### src/rtl/ps2_scancode_decoder.sv
// ps2_scancode_decoder: pops PS/2 set-2 bytes from the receiver FIFO, folds the
// E0/F0 prefixes into single key events, tracks Shift/Caps and presents each
// event with its ASCII translation over a valid/ready handshake.
// Optional build macro: TYPEMATIC_FILTER_EN suppresses auto-repeat presses.
`timescale 1ns/1ps

module ps2_scancode_decoder #(
   parameter int CNT_W = 8
) (
   input  logic             clk,
   input  logic             rst,
   input  logic             kb_ready,
   input  logic [7:0]       kb_data,
   input  logic             kb_overflow,
   output logic             kb_next,
   output logic             ev_valid,
   input  logic             ev_ready,
   output logic [7:0]       ev_code,
   output logic             ev_ext,
   output logic             ev_break,
   output logic [7:0]       ev_ascii,
   output logic             shift,
   output logic             caps,
   output logic [CNT_W-1:0] make_cnt,
   output logic             ovf_seen
);

   typedef enum logic [1:0] {
      IDLE     = 2'd0,
      GOT_E0   = 2'd1,
      GOT_F0   = 2'd2,
      GOT_E0F0 = 2'd3
   } state_t;

   localparam logic [7:0] PFX_E0 = 8'hE0;
   localparam logic [7:0] PFX_F0 = 8'hF0;

   state_t state_q, state_d;
   logic   emit;        // consumed byte completes a key sequence
   logic   emit_ext;
   logic   emit_brk;
   logic   fire;        // completed sequence actually produces an event
   logic   shift_l_q;   // left Shift (12) held
   logic   shift_r_q;   // right Shift (59) held

   // Set-2 code to ASCII; letters are shifted to uppercase when upper=1.
   function automatic logic [7:0] ascii_of(input logic [7:0] code, input logic upper);
      logic [7:0] letter;
      logic [7:0] other;
      letter = 8'h00;
      other  = 8'h00;
      case (code)
         8'h1C: letter = "a";  8'h32: letter = "b";  8'h21: letter = "c";
         8'h23: letter = "d";  8'h24: letter = "e";  8'h2B: letter = "f";
         8'h34: letter = "g";  8'h33: letter = "h";  8'h43: letter = "i";
         8'h3B: letter = "j";  8'h42: letter = "k";  8'h4B: letter = "l";
         8'h3A: letter = "m";  8'h31: letter = "n";  8'h44: letter = "o";
         8'h4D: letter = "p";  8'h15: letter = "q";  8'h2D: letter = "r";
         8'h1B: letter = "s";  8'h2C: letter = "t";  8'h3C: letter = "u";
         8'h2A: letter = "v";  8'h1D: letter = "w";  8'h22: letter = "x";
         8'h35: letter = "y";  8'h1A: letter = "z";
         8'h45: other = "0";   8'h16: other = "1";   8'h1E: other = "2";
         8'h26: other = "3";   8'h25: other = "4";   8'h2E: other = "5";
         8'h36: other = "6";   8'h3D: other = "7";   8'h3E: other = "8";
         8'h46: other = "9";
         8'h29: other = 8'h20;
         8'h5A: other = 8'h0D;
         8'h66: other = 8'h08;
         default: ;
      endcase
      if (letter != 8'h00)
         return upper ? (letter - 8'h20) : letter;
      return other;
   endfunction

   // Pop whenever a byte is waiting and no event is stalled downstream.
   assign kb_next = kb_ready & ~ev_valid & rst;
   assign shift   = shift_l_q | shift_r_q;

   // Prefix state register.
   // NOTE: synchronous reset -- rst is only looked at on the clock edge, so it belongs inside the clocked branch.
   always_ff @(posedge clk) begin
      if (!rst)
         state_q <= IDLE;
      else
         state_q <= state_d;
   end

   // Next-state and sequence-completion decode for the consumed byte.
   // NOTE: every combinational output is given a default first so no path leaves it unassigned (no latch).
   always_comb begin
      state_d  = state_q;
      emit     = 1'b0;
      emit_ext = 1'b0;
      emit_brk = 1'b0;
      if (kb_next) begin
         case (state_q)
            IDLE: begin
               if (kb_data == PFX_E0)      state_d = GOT_E0;
               else if (kb_data == PFX_F0) state_d = GOT_F0;
               else begin
                  emit    = 1'b1;
                  state_d = IDLE;
               end
            end
            GOT_E0: begin
               if (kb_data == PFX_E0)      state_d = GOT_E0;
               else if (kb_data == PFX_F0) state_d = GOT_E0F0;
               else begin
                  emit     = 1'b1;
                  emit_ext = 1'b1;
                  state_d  = IDLE;
               end
            end
            GOT_F0: begin
               if (kb_data == PFX_F0)      state_d = GOT_F0;
               else if (kb_data == PFX_E0) state_d = GOT_E0;
               else begin
                  emit     = 1'b1;
                  emit_brk = 1'b1;
                  state_d  = IDLE;
               end
            end
            GOT_E0F0: begin
               if (kb_data == PFX_F0)      state_d = GOT_E0F0;
               else if (kb_data == PFX_E0) state_d = GOT_E0;
               else begin
                  emit     = 1'b1;
                  emit_ext = 1'b1;
                  emit_brk = 1'b1;
                  state_d  = IDLE;
               end
            end
            default: state_d = IDLE;
         endcase
      end
   end

`ifdef TYPEMATIC_FILTER_EN
   logic       last_vld_q;
   logic [8:0] last_key_q;   // {ext, code} of the most recent accepted press
   logic       key_match;

   assign key_match = last_vld_q & (last_key_q == {emit_ext, kb_data});
   assign fire      = emit & ~(~emit_brk & key_match);

   // Remember the held key so its auto-repeat presses can be swallowed.
   always_ff @(posedge clk) begin
      if (!rst) begin
         last_vld_q <= 1'b0;
         last_key_q <= 9'h000;
      end else if (emit) begin
         if (emit_brk) begin
            if (key_match)
               last_vld_q <= 1'b0;
         end else begin
            last_vld_q <= 1'b1;
            last_key_q <= {emit_ext, kb_data};
         end
      end
   end
`else
   assign fire = emit;
`endif

   // Event register, modifier tracking, press counter and sticky overflow flag.
   // NOTE: state is updated with non-blocking assignments so every read in this block sees pre-edge values.
   always_ff @(posedge clk) begin
      if (!rst) begin
         ev_valid  <= 1'b0;
         ev_code   <= 8'h00;
         ev_ext    <= 1'b0;
         ev_break  <= 1'b0;
         ev_ascii  <= 8'h00;
         shift_l_q <= 1'b0;
         shift_r_q <= 1'b0;
         caps      <= 1'b0;
         make_cnt  <= '0;
         ovf_seen  <= 1'b0;
      end else begin
         if (kb_overflow)
            ovf_seen <= 1'b1;
         if (ev_valid && ev_ready)
            ev_valid <= 1'b0;
         // fire implies kb_next, which implies no event is pending
         if (fire) begin
            ev_valid <= 1'b1;
            ev_code  <= kb_data;
            ev_ext   <= emit_ext;
            ev_break <= emit_brk;
            ev_ascii <= (emit_ext || emit_brk) ? 8'h00 : ascii_of(kb_data, shift ^ caps);
            if (!emit_ext) begin
               if (kb_data == 8'h12)
                  shift_l_q <= ~emit_brk;
               if (kb_data == 8'h59)
                  shift_r_q <= ~emit_brk;
               if (kb_data == 8'h58 && !emit_brk)
                  caps <= ~caps;
            end
            if (!emit_brk)
               make_cnt <= make_cnt + CNT_W'(1);
         end
      end
   end

endmodule

### config.mk
export PLATFORM = sky130hd
export DESIGN_NAME = ps2_scancode_decoder
export DESIGN_NICKNAME = d
export VERILOG_FILES = /design/src/rtl/ps2_scancode_decoder.sv
export SDC_FILE = /design/constraint.sdc
export NUM_CORES = 1
export LEC_CHECK = 0
export CAP_MARGIN = 10
export CORE_MARGIN = 3
export CORE_UTILIZATION = 40
export DETAILED_ROUTE_END_ITERATION = 8
export HOLD_SLACK_MARGIN = 0.08
export PLACE_DENSITY = 0.72
export SLEW_MARGIN = 10
export SYNTH_ARGS = -nofsm -noshare
export SYNTH_HDL_FRONTEND = slang
export SYNTH_SLANG_ARGS = --single-unit
### constraint.sdc
create_clock -name clk -period 3.4 [get_ports clk]
set_input_delay 0.51 -clock clk [delete_from_list [all_inputs] [get_ports clk]]
set_output_delay 0.51 -clock clk [all_outputs]
set_load 0.05 [all_outputs]
# Word-level counts from Yosys, hierarchy flattened
# Cells that the tools add are included.
# word_totals
ff_bits,33
mem_count,0
mem_bits_ro,0
input_bits,13
ram_bits,0
out_inout_bits,31
latchBits,0
# classes
n_lt_le_gt_ge,0
bitwise,8
add_sub_neg,2
n_reduce_logical,13
mux,31
eq_ne,47
n_shift,0
div,0
mul,0
# ops
cell,n
$eq A8 B6 Y1 const B,23
$pmux W7 S26,1
$eq A8 B7 Y1 const B,11
$pmux W6 S13,1
$eq A8 B5 Y1 const B,8
$mux W8,6
$eq A8 B8 Y1 const B,2
$mux W1,14
$mux W2,6
$reduce_and A3 Y1,3
$add A8 B1 Y8 const B,1
$pmux W2 S4,1
$reduce_bool A8 Y1,1
$sub A8 B6 Y8 const B,1
$eq A2 B2 Y1 const B,2
$not A1 Y1,4
$pmux W1 S2,2
$reduce_or A2 Y1,2
$and A1 B1 Y1,2
$eq A2 B1 Y1 const B,1
$logic_and A1 B1 Y1,2
$logic_not A2 Y1,1
$reduce_and A2 Y1,1
$reduce_bool A2 Y1,1
4 further kinds,4

# Depth between registers and ports, before layout
# Gate-level depths: netlist of run 1.
# depth
depth_word,13
depth_mapped,10

# Least setup slack after synthesis of run 1
# OpenSTA, ideal clock, no wires.
# synth_timing
path_type,input to register
start,input kb_data[7]
end,register ev_ascii[5]
arrival_time_ns,2.260
setup_time_ns,0.122
stages,9
setup_slack_ns,1.019
cell_sequence,buf_2 > or4b_1 > o21ba_1 > nor2_1 > nand4_1 > inv_1 > ha_1 > and3_1 > a221o_1
# synth_via
elab_chain_len,10
elab_cells_between_ends,65
cone_classes,add/sub: 1; eq/ne: 41; mux: 21; reduce/logical: 2
# synth_rtl
element,line,source
from (decl),13,"input logic [7:0] kb_data,"
branches (longest 10 deep; another with $sub A8 B6 Y8),n/a,
to (signal assigned),191,"ev_ascii <= (emit_ext || emit_brk) ? 8'h00 : ascii_of(kb_data, shift ^ caps);"
to (decl),21,"output logic [7:0] ev_ascii,"
# Parallel ways; which one is timed is not known. The select of a mux whose other input is x is not followed.
# A chain may end at the register's enable or synchronous reset.

# Worst setup path in the final report of run 1
# layout_timing
start,input kb_data[4]
end,register ev_ascii[5]
# Same word-level chain as after synthesis.

==> results of run 1 <==
[path summary, 6_finish.rpt]
check,from,to,slack (ns),cells after the start
setup reg to reg,ev_valid$_SDFFE_PN0P_,shift_l_q$_SDFFE_PN0P_,1.67,6
hold reg to reg,ev_ascii[0]$_SDFFE_PN0P_,ev_ascii[0]$_SDFFE_PN0P_,0.44,2
setup / recovery,kb_data[4],ev_ascii[5]$_SDFFE_PN0P_,0.60,9
hold / removal,ev_ascii[0]$_SDFFE_PN0P_,ev_ascii[0]$_SDFFE_PN0P_,0.44,2
[cell families after synthesis]
| family | after synthesis | synth area share [%] |
|---|---|---|
| and+or+nand+nor | 127 | 33.80 |
| AOI/OAI and AO/OA | 64 | 20.27 |
| DFF | 33 | 28.24 |
| buffers and inverters | 30 | 6.524 |
| xor gates and xnor gates | 13 | 4.866 |
| muxes | 11 | 4.706 |
| adders and majority gates | 3 | 1.604 |
[power by group]
group | switching, mW | total (mW) | internal [mW] | leakage, nW
registers | 0.00722 | 0.404 | 0.397 | 0.268
clock network | 0.155 | 0.450 | 0.295 | 0.0687
logic | 0.137 | 0.233 | 0.0955 | 0.865
[registers in the layout, summed over array words and instances (netlist names)]
name       flops
shift_r_q      1
state_q        2
ev_valid       1
make_cnt       8
caps           1
ev_ext         1
ev_code        8
ev_ascii       8
shift_l_q      1
ev_break       1
ovf_seen       1
[metrics by stage]
step | hold slack [ns] | instances | setup slack (ns) | power (mW) | utilization, %
3_5_place_dp | 0.4379 | 395 | 0.3076 | 0.6439 | 52.48
6_report | 0.4429 | 403 | 0.5967 | 1.087 | 54.95
2_1_floorplan | 0.4999 | 281 | 1.019 | 0.5642 | -
3_3_place_gp | 0.4310 | 395 | 0.3080 | 0.6447 | 52.48
5_1_grt | 0.4713 | 403 | 0.4652 | 1.137 | 54.95
4_1_cts | 0.4477 | 403 | 0.6184 | 1.098 | 54.95
[cells in the mapped netlist, types with 6 or more instances]
cell	count
sky130_fd_sc_hd__a21oi_1	7
sky130_fd_sc_hd__a32oi_1	6
sky130_fd_sc_hd__and2_1	12
sky130_fd_sc_hd__buf_2	14
sky130_fd_sc_hd__dfxtp_1	33
sky130_fd_sc_hd__mux2i_1	11
sky130_fd_sc_hd__nand2_1	21
sky130_fd_sc_hd__nand2b_1	10
sky130_fd_sc_hd__nand3_1	7
sky130_fd_sc_hd__nor2_1	16
sky130_fd_sc_hd__nor2b_1	13
sky130_fd_sc_hd__o21ai_0	9
sky130_fd_sc_hd__xnor2_1	8
[layer usage]
metal	up-vias	track usage, %
met3	12	6.074
li1	1129	-
met2	88	30.21
met5	-	0
met1	1040	26.60
met4	0	6.146
[area by class of cell]
| class | count | area (um^2) | share of cell area (%) |
|---|---|---|---|
| clock buffer | 5 | 68.82 | 2.247 |
| multi-input combinational | 218 | 1526 | 49.84 |
| inverter | 6 | 22.52 | 0.7353 |
| timing repair buffer | 66 | 625.6 | 20.42 |
| clock inverter | 3 | 68.82 | 2.247 |
| sequential | 33 | 660.6 | 21.57 |
| tap | 72 | 90.09 | 2.941 |
[critical path, cell delays in order]
cell                              delay, ns
sky130_fd_sc_hd__clkdlybuf4s50_1       0.68
sky130_fd_sc_hd__or4b_1                0.57
sky130_fd_sc_hd__nor3_1                0.17
sky130_fd_sc_hd__o211ai_1              0.11
sky130_fd_sc_hd__nand4_1               0.20
sky130_fd_sc_hd__inv_1                 0.09
sky130_fd_sc_hd__ha_1                  0.27
sky130_fd_sc_hd__and3_1                0.14
sky130_fd_sc_hd__a221o_1               0.24
==> results.txt, run 1 <==
- Clock latency on the worst-skew pair: 0.29 ns
- Entering global routing, the biggest net connects 35 pins.
- Placer Congestion: 0.9527
- Counting every instance in the synthesized netlist gives 281.
- The layout has 534 filler cells.
* Total number of placement rows: 27
- CTS Hold Buffers Added: 0
* Measured slew at the worst slew-check pin: 0.6001 ns
* Leakage dissipation: 1.202 nW
* Cell area after layout: 3063 um^2
- Top-level I/O count: 44
* Top routing layer in use: met4
- The max-slew violation count is 0.
* Post-CTS setup buffers: 0
- Number of warning messages in the yosys log: 0
* Clock tree root driver cell: sky130_fd_sc_hd__clkbuf_8
* Biggest fanout along the worst timing path: 11
- Cell types occupying the most area after synthesis: sky130_fd_sc_hd__dfxtp_1 (28%), sky130_fd_sc_hd__mux2i_1 (4.7%), sky130_fd_sc_hd__nor2b_1 (3.5%)
- The H-tree was split into 2 levels.
* Die area: 6803 um^2
- Clk_skew: 0.009389 ns
* Count of TritonRoute iterations in the first routing pass: 4
- The placed instances occupy a cell area of 2925 um^2.
- For this configuration, the core starts out at a cell density of 41.98%.
* Clock tree from TritonCTS: done
- Signed area change from the synthesized netlist to the final layout: 30.91%
- The die is 82.48 um wide.
- Of all flip-flops after synthesis, the portion carrying an async set or reset was 0%.
* Detail Route Antenna Nets: 0
* Global route total overflow: 0
- The smallest clock period supported by the final layout is computed as 2.803 ns.
- The number of nets in the synthesized netlist is 297.
* Type of origin of the critical path: input pin
* Element type at the critical path end: flop
- Input/output buffers: 43
- Wire length of the first global-routing pass: 10,450 um
* Number of antenna violations at the first check in global routing: 0
- Setup repair after global routing left no endpoint under its margin.
- Core box area: 5574 um^2
- The flow ran to the end, and the final reports show no timing, DRC or antenna violations.
* Total number of vias: 2,269
* Cell accounting for the most synthesized area: sky130_fd_sc_hd__dfxtp_1
- Vertical die dimension: 82.48 um
* Leading cell type in the layout, fill and taps excluded: sky130_fd_sc_hd__clkdlybuf4s50_1
- Final critical-path share of the clock period: 82.45%
* Detail-routed via count per cell: 5.630
- Yosys mapped the design onto 69 distinct sky130hd cell types.
* Routed wirelength normalized by instance count: 15.39 um
- Of the cells placed in the final design, the portion with a size suffix greater than 1 is 13.90%.
* HP Class: flop to flop
- Antenna fix cells: 0
* Total Routing Usage GR: 19.80%
* Total power per unit cell area: 354.9 nW/um^2
* Post-synth EDFFs: 0
- Detailed placement finished with a half-perimeter wire length of 4637 um.
* Via count of the first global-routing pass: 2,109
- Primary flip-flop cell chosen by synthesis mapping: sky130_fd_sc_hd__dfxtp_1
* Sequential share of the synthesized area: 28.24%
- Synthesis inferred 33 register bits.
- Counting along the longest clock path gives a buffer depth of 2.
* Wire length the detailed router placed on met1: 2842 um
- Met3 WL: 455 um
* Max Cap Violations: 0
- Clock buffer count from CTS: 5
- Layout Nets: 346
- Total Routed Length: 6203 um
* WP data arrival: 2.98 ns
- CTS clock-pin slew for the worst setup and hold paths: 0.07 ns
- Detailed routing placed a total of 2789 um of wire on met2.
- Data on the critical path is required at its endpoint by 3.58 ns.
* Mapped cell area: 2340 um^2
* Cells resized by post-CTS repair: 0
- Headroom to the max-slew limit came out at 59.63%.
- Iteration-0 DRC Markers: 179
- Final hold violations: 0
* Avg Cell Area, Syn: 8.326 um^2
* Setup TNS: 0 ns
- The top cell type by area accounts for 28.24% of the synthesized area.
- Post-detailed-route DRC marker count: 0
- IR analysis of the VDD net gives a maximum drop of 0.2355 mV.
* Num Clock Sinks: 33
* Fmax achieved: 356.7 MHz
- Setup violations remaining at the end of the flow were counted as 0.
- Commonest cells after routing, fill and taps aside: sky130_fd_sc_hd__clkdlybuf4s50_1 (42), sky130_fd_sc_hd__dfxtp_1 (33), sky130_fd_sc_hd__buf_4 (22), sky130_fd_sc_hd__nand2_1 (21), sky130_fd_sc_hd__nor2_1 (16)
- WS Path Type: input pin to flop
Power figures use the tool's default switching activity.
==> inputs of run 2 (changes only) <==
==> constraint.sdc (replaced) <==
create_clock -name clk -period 2.9 [get_ports clk]
set_input_delay 0.435 -clock clk [delete_from_list [all_inputs] [get_ports clk]]
set_output_delay 0.435 -clock clk [all_outputs]
set_load 0.05 [all_outputs]
==> results.txt, run 2 (synthesis gave the netlist of run 1 again) <==
- The die width is 82.48 um (unchanged).
- The die boundary height came to 82.48 um (unchanged).
* Num Clock Sinks: 33 (unchanged)
- Type of origin of the critical path: input pin
- Top-level I/O count: 44 (unchanged)
* Number of H-tree branching levels: 2 (unchanged)
* Ordered list of cells on the worst path: clkdlybuf4s50_1, nor3b_1, o21ai_1, o311a_1, nand4_1, inv_1, ha_1, and3_1, a221o_1
- The worst setup path is of the input pin to flop kind.
- The via count normalized by instance count came to 5.600 (-0.55%).
* Input/output buffers: 43 (unchanged)
- The final worst setup slack came to 0.2705 ns (-0.3262 ns).
- The highest fanout seen on the critical path came to 9 (-2).
* Routed wirelength normalized by instance count: 14.94 um (-2.9%)
* Measured slew at the worst slew-check pin: 0.5635 ns (-0.03660 ns)
- The worst ir drop on vdd came to 0.3220 mV (+37%).
- Effective utilization at floorplan: 41.98% (unchanged)
- The post-route worst hold slack was 0.4375 ns (-0.005443 ns).
* Peak per-stage delay on the critical path: 0.67 ns (about the same)
- Fraction of layout instances using a drive strength above 1: 15.88% (+2.0 points)
* Final Total Pwr: 1.084 mW (-0.28%)
- The area growth from synthesis to layout is 31.98%.
- Outcome: complete, no violations
* Total number of vias: 2,307 (+1.7%)
- The number of clock buffers inserted by TritonCTS is 5 (unchanged).
* CTS Hold Buffers Added: 0 (unchanged)
- Data required, critical path: 3.07 ns (-0.51 ns)
- The net switching power came to 0.3323 mW (+11%).
- Library cell contributing the largest single delay on the critical path: sky130_fd_sc_hd__clkdlybuf4s50_1
* Wire length of the first global-routing pass: 10,200 um (-2.4%)
- The area of the multi-input gates came to 1526 um^2 (unchanged).
- The post-route DRC violation count came to 0 (unchanged).
* HP Class: flop to flop
* Area occupied by registers: 660.6 um^2 (unchanged)
- Fmax achieved: 380.3 MHz
- Detail Route Antenna Nets: 0 (unchanged)
- Number of filler instances in the final layout: 498 (-6.7%)
- Total Routing Usage GR: 19.15% (-0.66 points)
- Clock tree from TritonCTS: done
* Clock tree root driver cell: sky130_fd_sc_hd__clkbuf_8
* Headroom to the max-slew limit: 62.23% (+2.6 points)
- Commonest cells after routing, fill and taps aside: sky130_fd_sc_hd__clkdlybuf4s50_1 (42), sky130_fd_sc_hd__dfxtp_1 (33), sky130_fd_sc_hd__buf_4 (30), sky130_fd_sc_hd__nand2_1 (21), sky130_fd_sc_hd__nor2_1 (16)
- Number of antenna violations at the first check in global routing: 0 (unchanged)
- The setup violation total in the final timing report was 0 (unchanged).
- Clk_skew: 0.007941 ns (-0.001448 ns)
- Cells resized by post-CTS repair: 0 (unchanged)
* Clock buffer depth: 2 (unchanged)
* Total number of placement rows: 27 (unchanged)
- Final critical-path share of the clock period: 90.67%
- The switching power share of the total was 30.66% (+3.1 points).
- Final hold violations: 0 (unchanged)
- Worst path top cell family by delay: simple AND/OR/NAND/NOR gates
- WP data arrival: 2.79 ns (-0.19 ns)
* Iteration-0 DRC Markers: 165 (-7.8%)
- Proportion of power drawn by the clock network: 30.1% (-11 points)
- Die area: 6803 um^2 (unchanged)
- The number of iterations in the first detailed-routing pass came to 5 (+1).
* Sequential group share of total power: 43.8% (+6.6 points)
- Bufs and invs on worst path: 2 (unchanged)
* Top Registers: ev_ascii (8), ev_code (8), make_cnt (8)
- Max Cap Violations: 0 (unchanged)
- The worst setup path is captured at a flop.
- The latest clock arrival within the worst-skew pair was 0.28 ns (about the same).
* Dpl hpwl: 4630 um (-0.14%)
- The cell area power density is 351.0 nW/um^2 (-1.1%).
- Via count of the first global-routing pass: 2,130 (+1.0%)
* Final period demand of the worst path: 2.630 ns
- Leaving out fill and tap cells, the most frequent cell in the layout is sky130_fd_sc_hd__clkdlybuf4s50_1.
* Combinational share of power: 26.1% (+4.7 points)
- Post-CTS setup buffers: 0 (unchanged)
* Leakage dissipation: 1.225 nW (+1.9%)
- The final weighted congestion of routability-driven global placement is 0.9638 (+1.2%).
- The layout net count was 355 (+2.6%).
- The clock-pin slew on the worst setup and hold paths came to 0.06 ns (about the same).
* Global route total overflow: 0 (unchanged)
* RSZ-0062 raised after global routing: no
- Total count of max-transition violations in the final report: 0 (unchanged)
- Antenna fix cells: 0 (unchanged)
- The pre-CTS setup slack was -0.006902 ns (-0.3145 ns).
* Largest net degree at the start of global routing: 26 (-26%)
- The final routed wirelength across all metal layers was 6155 um (-0.77%).
* Internal Pwr Total: 0.7517 mW (-4.6%)
- Core box area: 5574 um^2 (unchanged)
-- run 2: worst paths after layout --
path	from	end	slack, ns	cells after the start
worst max-delay path	kb_data[5]	ev_ascii[5]$_SDFFE_PN0P_	0.27	9
worst min-delay path	ev_ascii[0]$_SDFFE_PN0P_	ev_ascii[0]$_SDFFE_PN0P_	0.44	2
worst max register to register	ev_valid$_SDFFE_PN0P_	caps$_SDFFE_PN0P_	0.99	6
worst min register to register	ev_ascii[0]$_SDFFE_PN0P_	ev_ascii[0]$_SDFFE_PN0P_	0.44	2
-- run 2: metrics by stage --
step	instance area (um^2)	cells	setup TNS, ns	utilization, %
6_report	3088	412	0	55.40
3_5_place_dp	3005	404	-0.006902	53.92
2_1_floorplan	2340	281	0	-
5_1_grt	3088	412	0	55.40
4_1_cts	3088	412	0	55.40
3_3_place_gp	3005	404	0	53.92
-- run 2: cell type report --
| type | count | area share (%) |
|---|---|---|
| multi-input cells | 218 | 49.43 |
| well taps | 72 | 2.917 |
| repair buffers | 75 | 22.85 |
| flip-flops and latches | 33 | 21.39 |
| inverters | 6 | 0.7293 |
| clock buffers | 6 | 2.350 |
| clock inverters | 2 | 0.3241 |
-- run 2: power by group through the flow --
stage | Combinational, mW | Clock, mW | Sequential (mW)
CTS | 0.282 | 0.338 | 0.475
detailed placement | 0.280 | 0 | 0.485
global route | 0.304 | 0.351 | 0.476
floorplan | 0.136 | 0 | 0.525
global placement | 0.280 | 0 | 0.484
finish | 0.283 | 0.326 | 0.475
-- run 2: metal layers --
metal | vias up | track usage, % | wire, um
met5 | - | 0 | 0
met4 | 0 | 6.645 | 61
met3 | 7 | 3.796 | 350
met2 | 73 | 29.01 | 2749
met1 | 1084 | 26.87 | 2994
li1 | 1143 | - | -
-- run 2: worst reg2reg max path, stage by stage (launching register included) --
cell	delay (ns)
sky130_fd_sc_hd__dfxtp_1	0.32
sky130_fd_sc_hd__nand3b_2	0.30
sky130_fd_sc_hd__a21o_1	0.25
sky130_fd_sc_hd__nor3_2	0.45
sky130_fd_sc_hd__nand3_1	0.18
sky130_fd_sc_hd__xnor2_1	0.16
sky130_fd_sc_hd__and2_1	0.15
